<file path="src/rtl/ir_pkg.sv">
// ir_pkg: shared widths and instruction-field offsets for the IR unit.
//   DEF_*      : default widths used as parameter defaults by ir_queue_select
//   field_lsb  : LSB of register field idx (0=Ra, 1=Rb, 2=Rc) for any width set
//   RA/RB/RC_LSB : field offsets for the default widths
package ir_pkg;

  localparam int DEF_DATA_W = 32;
  localparam int DEF_OPC_W  = 5;
  localparam int DEF_REG_AW = 4;
  localparam int DEF_C_W    = 19;

  // Register fields sit directly below the opcode, Ra highest, then Rb, Rc.
  function automatic int field_lsb(input int data_w, input int opc_w,
                                   input int reg_aw, input int idx);
    return data_w - opc_w - (idx + 1) * reg_aw;
  endfunction

  localparam int RA_LSB = DEF_DATA_W - DEF_OPC_W - 1 * DEF_REG_AW;
  localparam int RB_LSB = DEF_DATA_W - DEF_OPC_W - 2 * DEF_REG_AW;
  localparam int RC_LSB = DEF_DATA_W - DEF_OPC_W - 3 * DEF_REG_AW;

endpackage

</file>
<file path="src/rtl/ir_queue_select_decoder.sv">
// reg_onehot_decoder: binary register number to one-hot enable vector.
//   sel_i    [REG_AW-1:0] : register number
//   onehot_o [NREGS-1:0]  : bit sel_i set, all others clear
// Purely combinational.
module reg_onehot_decoder #(
  parameter int REG_AW = 4,
  localparam int NREGS = 2 ** REG_AW
) (
  input  logic [REG_AW-1:0] sel_i,
  output logic [NREGS-1:0]  onehot_o
);

  localparam logic [NREGS-1:0] ONE = {{(NREGS-1){1'b0}}, 1'b1};

  assign onehot_o = ONE << sel_i;

endmodule

</file>
<file path="src/rtl/ir_queue_select.sv">
// ir_queue_select: instruction register fed from a small prefetch queue,
// with field decode into register-file enables.
//   clk, reset            : clock, synchronous active-high reset
//   push_valid/push_data  : fetched word in; push_ready out (count < DEPTH)
//   ir_load, flush        : load IR from queue head / drop queue and IR valid
//   Gra/Grb/Grc           : select Ra/Rb/Rc register field
//   Rin/Rout/BAout        : register write / read / base-address read strobes
//   ir_valid, load_miss   : IR status, one-cycle pulse on load from empty queue
//   opcode, C_sign_extended : IR fields (always reflect IR contents)
//   reg_in, reg_out       : one-hot register enables
//   sel_err, ba_zero      : multiple selects / BAout on R0 (bus drives zero)
//   q_count               : queue occupancy
//
// Handshake: a word transfers on a rising edge where push_valid && push_ready.
// push_ready depends only on the registered count, so a full queue refuses a
// word even when ir_load frees an entry in the same cycle.
module ir_queue_select
  import ir_pkg::*;
#(
  parameter int DATA_W = DEF_DATA_W,
  parameter int OPC_W  = DEF_OPC_W,
  parameter int REG_AW = DEF_REG_AW,
  parameter int C_W    = DEF_C_W,
  parameter int DEPTH  = 2,
  localparam int NREGS = 2 ** REG_AW,
  localparam int CNT_W = $clog2(DEPTH) + 1,
  localparam int PTR_W = $clog2(DEPTH)
) (
  input  logic              clk,
  input  logic              reset,
  input  logic              push_valid,
  input  logic [DATA_W-1:0] push_data,
  output logic              push_ready,
  input  logic              ir_load,
  input  logic              flush,
  input  logic              Gra,
  input  logic              Grb,
  input  logic              Grc,
  input  logic              Rin,
  input  logic              Rout,
  input  logic              BAout,
  output logic              ir_valid,
  output logic              load_miss,
  output logic [OPC_W-1:0]  opcode,
  output logic [DATA_W-1:0] C_sign_extended,
  output logic [NREGS-1:0]  reg_in,
  output logic [NREGS-1:0]  reg_out,
  output logic              sel_err,
  output logic              ba_zero,
  output logic [CNT_W-1:0]  q_count
);

  localparam int RA_OFF = field_lsb(DATA_W, OPC_W, REG_AW, 0);
  localparam int RB_OFF = field_lsb(DATA_W, OPC_W, REG_AW, 1);
  localparam int RC_OFF = field_lsb(DATA_W, OPC_W, REG_AW, 2);

  logic [DATA_W-1:0] mem_q [DEPTH];
  logic [PTR_W-1:0]  rd_ptr_q, rd_ptr_d;
  logic [PTR_W-1:0]  wr_ptr_q, wr_ptr_d;
  logic [CNT_W-1:0]  count_q, count_d;
  logic [DATA_W-1:0] ir_q, ir_d;
  logic              ir_valid_q, ir_valid_d;
  logic              load_miss_q, load_miss_d;

  logic push_fire, pop_fire;

  assign push_ready = (count_q < CNT_W'(DEPTH));
  assign push_fire  = push_valid && push_ready;
  assign pop_fire   = ir_load && (count_q != '0);

  always_comb begin
    rd_ptr_d    = rd_ptr_q;
    wr_ptr_d    = wr_ptr_q;
    count_d     = count_q;
    ir_d        = ir_q;
    ir_valid_d  = ir_valid_q;
    load_miss_d = 1'b0;
    if (flush) begin
      // IR contents are kept; only validity and queue state are dropped.
      rd_ptr_d   = '0;
      wr_ptr_d   = '0;
      count_d    = '0;
      ir_valid_d = 1'b0;
    end else begin
      if (push_fire) wr_ptr_d = wr_ptr_q + PTR_W'(1);
      if (ir_load) begin
        if (pop_fire) begin
          ir_d       = mem_q[rd_ptr_q];
          rd_ptr_d   = rd_ptr_q + PTR_W'(1);
          ir_valid_d = 1'b1;
        end else begin
          ir_valid_d  = 1'b0;
          load_miss_d = 1'b1;
        end
      end
      count_d = count_q + CNT_W'(push_fire) - CNT_W'(pop_fire);
    end
  end

  always_ff @(posedge clk) begin
    if (reset) begin
      rd_ptr_q    <= '0;
      wr_ptr_q    <= '0;
      count_q     <= '0;
      ir_q        <= '0;
      ir_valid_q  <= 1'b0;
      load_miss_q <= 1'b0;
    end else begin
      rd_ptr_q    <= rd_ptr_d;
      wr_ptr_q    <= wr_ptr_d;
      count_q     <= count_d;
      ir_q        <= ir_d;
      ir_valid_q  <= ir_valid_d;
      load_miss_q <= load_miss_d;
    end
  end

  // Storage needs no reset: entries are only read when count says they are live.
  always_ff @(posedge clk) begin
    if (!reset && !flush && push_fire) mem_q[wr_ptr_q] <= push_data;
  end

  assign ir_valid        = ir_valid_q;
  assign load_miss       = load_miss_q;
  assign q_count         = count_q;
  assign opcode          = ir_q[DATA_W-1 -: OPC_W];
  assign C_sign_extended = {{(DATA_W-C_W){ir_q[C_W-1]}}, ir_q[C_W-1:0]};

  // Register select decode.
  logic [REG_AW-1:0] sel;
  logic [NREGS-1:0]  onehot;
  logic              read_req, ba_r0;

  assign sel = (ir_q[RA_OFF +: REG_AW] & {REG_AW{Gra}})
             | (ir_q[RB_OFF +: REG_AW] & {REG_AW{Grb}})
             | (ir_q[RC_OFF +: REG_AW] & {REG_AW{Grc}});

  assign sel_err = (Gra && Grb) || (Gra && Grc) || (Grb && Grc);

  reg_onehot_decoder #(.REG_AW(REG_AW)) u_dec (
    .sel_i    (sel),
    .onehot_o (onehot)
  );

  // BAout on R0 reads constant zero, so the R0 enable is suppressed for it.
  assign ba_r0    = BAout && (sel == '0);
  assign read_req = (Rout || BAout) && ir_valid_q && !sel_err;

  assign reg_in  = (Rin && ir_valid_q && !sel_err) ? onehot : '0;
  assign reg_out = (read_req && !ba_r0) ? onehot : '0;
  assign ba_zero = ba_r0 && ir_valid_q && !sel_err;

endmodule

</file>
<file path="config.mk">
export PLATFORM = sky130hd
export DESIGN_NAME = ir_queue_select
export DESIGN_NICKNAME = d
export VERILOG_FILES = /design/src/rtl/ir_pkg.sv /design/src/rtl/ir_queue_select_decoder.sv /design/src/rtl/ir_queue_select.sv
export SDC_FILE = /design/constraint.sdc
export NUM_CORES = 1
export LEC_CHECK = 0
export CELL_PAD_IN_SITES_DETAIL_PLACEMENT = 1
export CELL_PAD_IN_SITES_GLOBAL_PLACEMENT = 2
export CORE_ASPECT_RATIO = 1.4
export CORE_UTILIZATION = 34
export DETAILED_ROUTE_END_ITERATION = 12
export GPL_ROUTABILITY_DRIVEN = 0
export PLACE_DENSITY_LB_ADDON = 0.2
export SLEW_MARGIN = 40
export SYNTH_ARGS = -nofsm -noshare
export SYNTH_HDL_FRONTEND = slang
export SYNTH_HIERARCHICAL = 1
export SYNTH_SLANG_ARGS = --single-unit
</file>
<file path="constraint.sdc">
create_clock -name clk -period 15.9 [get_ports clk]
set_input_delay 3.18 -clock clk [delete_from_list [all_inputs] [get_ports clk]]
set_output_delay 3.18 -clock clk [all_outputs]
set_load 0.01 [all_outputs]
</file>
### After elaboration in Yosys (flattened, before gate mapping)

Memory sizes are Yosys's and may differ from the RTL's. A register that Yosys moved wholly into a read port is not among the register bits.
Index checks and enable logic that the tools add are counted.

| storage, ports and cells | value |
|---|---|
| bits in registers | 6 |
| RAM bits | 64 |
| bits of input ports | 43 |
| output and inout bits | 76 |
| logic and storage cells | 53 |
| memories kept | 1 |

Memory list:

| name | words | width | rd ports | clocked after memory_dff | write ports | RTL line | RTL |
|---|---|---|---|---|---|---|---|
| mem_q | 2 | 32 | 1 | 1 | 1 | ir_queue_select.sv:57 | `logic [DATA_W-1:0] mem_q [DEPTH];` |

| cells by class | value |
|---|---|
| $add $sub $neg | 4 |
| order comparisons | 1 |
| shift-type cells | 1 |
| multiplexer cells | 6 |
| bitwise logic cells | 7 |
| reductions and logical operators | 28 |

Operators by type and width:

| kind | number |
|---|---|
| 16-bit 2-to-1 mux | 2 |
| 1-bit by 4-bit << shifter with 16-bit output (first input constant) | 1 |
| 1-bit logical AND | 15 |
| 4-bit AND | 3 |
| 4-bit bitwise OR | 2 |
| 1-bit zero test | 4 |
| 4-bit zero test | 1 |
| 1-bit 2-to-1 mux | 4 |
| 1-bit logical OR | 3 |
| 3-bit AND reduction | 1 |
| 3-bit OR reduction | 1 |
| 1-bit adder (second input constant) | 2 |
| 2-bit by 1-bit adder with 2-bit output | 1 |
| 2-bit < comparator (second input constant) | 1 |
| 1-bit inverter | 2 |
| 2-bit AND reduction | 1 |
| 2-bit nonzero test | 1 |
| 2-bit OR reduction | 1 |
| 2-bit by 1-bit subtractor with 2-bit output | 1 |

### Longest topological paths before layout

| logic depth | value |
|---|---|
| depth in word-level cells | 8 |
| mapped depth | 9 |
| mapped depth without buffers | 8 |

### Cells and area by module

The synthesis kept the hierarchy.

By module, submodules not included:

| module | times used | cells an instance | area each (um2) | sequential area each (um2) |
|---|---|---|---|---|
| ir_queue_select | 1 | 382 | 4,541.9 | 2,682.6 |
| reg_onehot_decoder | 1 | 20 | 226.5 | 0.0 |

### Worst setup path after synthesis

OpenSTA, ideal clock, no wires.

| path | value |
|---|---|
| path kind | input -> output |
| start | input port Grb |
| end | output port reg_out[2] |
| data arrival time | 4.475 ns |
| data required time | 12.720 ns |
| path slack | 8.245 ns |
| cell stages on the path | 6 |
| buffers on the path | 1 |
| cell sequence | a222oi_1 -> inv_1 -> buf_4 -> nor4b_2 -> inv_1 -> a211oi_1 |

| between the ends | value |
|---|---|
| elaborated cells on any way between the ends | 15 |
| classes of those cells | shift (1); mux (1); bitwise (3); reduce/logical (10) |

RTL lines:

| item | RTL line | RTL |
|---|---|---|
| from (decl) | ir_queue_select.sv:37 | `input logic Grb,` |
| 4-bit AND | ir_queue_select.sv:135 | `\| (ir_q[RB_OFF +: REG_AW] & {REG_AW{Grb}})` |
| 4-bit bitwise OR | ir_queue_select.sv:135 |  |
| 4-bit bitwise OR | ir_queue_select.sv:136 | `\| (ir_q[RC_OFF +: REG_AW] & {REG_AW{Grc}});` |
| via sel[0] | ir_queue_select.sv:130 | `logic [REG_AW-1:0] sel;` |
| 1-bit by 4-bit << shifter with 16-bit output | ir_queue_select_decoder.sv:15 | `assign onehot_o = ONE << sel_i;` |
| via onehot[2] | ir_queue_select.sv:131 | `logic [NREGS-1:0] onehot;` |
| 16-bit 2-to-1 mux | ir_queue_select.sv:150 | `assign reg_out = (read_req && !ba_r0) ? onehot : '0;` |
| to (decl) | ir_queue_select.sv:47 | `output logic [NREGS-1:0] reg_out,` |

The timed path passes the listed nets, and every way through them passes these cells.

### Worst setup path after layout

| path | value |
|---|---|
| start | input port Gra |
| end | output port ba_zero |

| between the ends | value |
|---|---|
| longest elaborated chain between the ends | 7 |
| elaborated cells on any way between the ends | 12 |
| classes of those cells | bitwise (3); reduce/logical (9) |

Ends and longest elaborated chain:

| item | RTL line | RTL |
|---|---|---|
| from (decl) | ir_queue_select.sv:36 | `input logic Gra,` |
| 4-bit AND | ir_queue_select.sv:134 | `assign sel = (ir_q[RA_OFF +: REG_AW] & {REG_AW{Gra}})` |
| 4-bit bitwise OR | ir_queue_select.sv:135 |  |
| 4-bit bitwise OR | ir_queue_select.sv:136 |  |
| 4-bit zero test | ir_queue_select.sv:146 | `assign ba_r0 = BAout && (sel == '0);` |
| 1-bit logical AND | ir_queue_select.sv:146 |  |
| 1-bit logical AND | ir_queue_select.sv:151 | `assign ba_zero = ba_r0 && ir_valid_q && !sel_err;` |
| 1-bit logical AND * | ir_queue_select.sv:151 |  |
| to (decl) | ir_queue_select.sv:49 | `output logic ba_zero,` |

Every way passes the cells marked *; elsewhere a longest branch is shown, timed or not.

==> summary.txt <==
Clocking
  • Post-CTS Setup Inserts: 0
  • Root Driver: clkbuf_16
  • Clk buf depth: 2
  • Depth of the CTS H-tree: 3
  • Worst-path clk slew: 70 ps
  • Clock Latency Late Sink: 340 ps
  • TritonCTS buffer count: 9
  • Hold Buf Count CTS: 0
  • Post-cts gate resize count: 0
  • CTS tree: done
  • TritonCTS Sinks: roughly 100

Global routing
  • Grt ovf: 0
  • Initial antenna violation count: 0
  • Global-route wire length before repair: 16300 µm
  • Pin count of the biggest net entering global routing: 70
  • Vias in the first global route: 3165
  • Total Routing Usage GR: ~15%

Route
  • Mean number of vias per cell: a little under 5
  • DRT iter0 DRCs: 153
  • Antenna violation net count after detailed routing: 0
  • Vias: roughly 3.1k
  • Routed WL: 10100 µm
  • DRC: 0
  • WL per Instance: 15.5 µm
  • Pre-antenna DRT Iters: 5

Synth
  • FF+latch count, synth: about 100
  • Avg Cell Area, Syn: 11.9 µm²
  • Cell count after synthesis: 402
  • Library cells used by synthesis: 34
  • Syn Nets: 447
  • Area leader, netlist: edfxtp_1
  • Post-synthesis sequential area ratio: 56.3%
  • Synth async-reset ratio: 0%
  • Commonest cells in the netlist: edfxtp_1 (64), buf_4 (45), dfxtp_1 (38)
  • Number of flops mapped to enable cells by yosys: 64
  • Most common cell in the netlist: edfxtp_1
  • Most used flip-flop cell after synthesis: edfxtp_1
  • Area of the mapped netlist: about 4800 µm²
  • Syn. warnings: 6
  • Synth top area share: 40.3%
  • Top cells by area, synth: edfxtp_1 (40%), dfxtp_1 (16%), buf_4 (7.1%)

Place
  • Setup Slack @ Placement: 6950 ps
  • Port buffer count: 118
  • Detail Placement HPWL: about 6700 µm

Pwr
  • Total power: 581 µW
  • P per Cell Area: around 95 nW/µm²
  • Peak supply drop: between 0.00005 and 0.00006 V
  • LEAKAGE: 1.89 nW

Setup path
  • CP Capture Type: output pin
  • Kind of critical path: in -> out
  • Critical path arrival: 5760 ps
  • CP max FO: 17
  • Crit start category: input port
  • Worst Path Required: 12720 ps

Timing
  • Final setup margin: 6960 ps
  • RSZ-0062 raised after global routing: false
  • Final Max Slew Viols: 0
  • Final period demand of the worst path: 8940 ps
  • Final period util: 56.2%
  • Clock Skew: 8.92 ps
  • Slew headroom: 48.1%
  • Setup violations, final: 0
  • Least-Margin Pin Slew: about 780 ps
  • Setup TNS Final: 0 ps
  • Max Freq: 0.112 GHz
  • Fin. Hold Viols: 0

Floorplan
  • Initial core utilization: 35.3%
  • Core Rows: 50
  • Die Ht: roughly 140 µm
  • Die width: 102 µm
  • Die area: 14500 µm²
  • Ports: 119
  • Core Box Area: approximately 14000 µm²

Cells and area
  • Area growth from synthesis to layout: 27.8%
  • Layout cells sized above 1: 10.0%
  • ANT cells: 0
  • NumNets Final: 509

Status
  • Outcome: finished clean

Worst hold path
  • Hold crit path type: reg -> reg

Run
  • Max Cap Violations: 0
layout by cell type (no fill, tap or decap), types with 2 or more instances in the layout:
master	n
clkdlybuf4s50_1	116
edfxtp_1	64
dfxtp_1	37
o21ai_0	34
a21oi_1	33
mux2i_1	32
or3_1	32
inv_1	24
and2_1	18
a211oi_2	10
clkbuf_16	9
a211oi_1	6
and4bb_2	6
a222oi_1	4
xnor2_1	4
and4b_1	4
nor4b_2	4
nor3_1	3
bufinv_16	3
buf_4	3
and3_1	2
nor4_2	2
nor2_1	2
ha_1	2
clkbuf_1	2
buf_2	2
critical path: stages:
cell and delay (ps):
clkdlybuf4s50_1 520, a222oi_1 450, and3_1 720, and4b_2 340
clkdlybuf4s50_1 540
flip-flops by register name, summed over array words and instances (netlist names):
register   cells
mem_q         64
ir_q          32
q_count        2
ir_valid       1
load_miss      1
rd_ptr_q       1
wr_ptr_q       1
cell type report:
class                           instances  area (µm²)
Multi-Input combinational cell        206        1560
Clock buffer                           11         233
Clock inverter                          5         106
Timing Repair Buffer                  121        1190
Inverter                               24        90.1
Fill cell                            1409        7420
Tap cell                              182         228
Sequential cell                       102        2690
power by group:
group | internal (mW) | switching (mW) | leakage, nW
Sequential | 0.287 | 0.00397 | 0.889
Clock | 0.154 | 0.0911 | 0.160
Combinational | 0.0216 | 0.0229 | 0.844
Total | 0.463 | 0.118 | 1.89
cell families after synthesis:
family                   after synthesis  share of synthesized area [%]
flip-flops                           102                           56.3
buffers and inverters                 94                           11.6
AO/OA/AOI/OAI                         88                           11.5
AND/OR/NAND/NOR                       79                           12.4
multiplexers                          32                           6.72
XOR/XNOR                               4                          0.735
adder cells (fa/ha/maj)                3                          0.761
layer usage:
layer  wire (µm)  up-vias  part of all wire, %  GRT usage (%)
met2        5180       88                   51           26.1
met4         107        0                  1.1           4.96
met5           0        -                    0              0
met1        4330     1492                   43           16.9
li1            -     1544                    -              -
met3         502        7                  5.0           3.05
metrics by stage:
step                      hold slack, ps  utilization [%]  cells  instance area [µm²]
after floorplan                      449                -    402                 4770
after global placement               460             42.5    635                 5750
after detailed placement             470             42.5    635                 5750
after CTS                            479             45.1    651                 6090
after global routing                 498             45.1    651                 6090
final                                473             45.1    651                 6090
final timing paths:
path | slack (ps) | from | depth (start not counted) | endpoint
max | 6960 | Gra | 5 | ba_zero
min | 470 | ir_q[8] | 2 | ir_q[8]
max reg2reg | 13700 | q_count[1] | 9 | q_count[1]
min reg2reg | 470 | ir_q[8] | 2 | ir_q[8]
(Power assumes the default switching activity.)
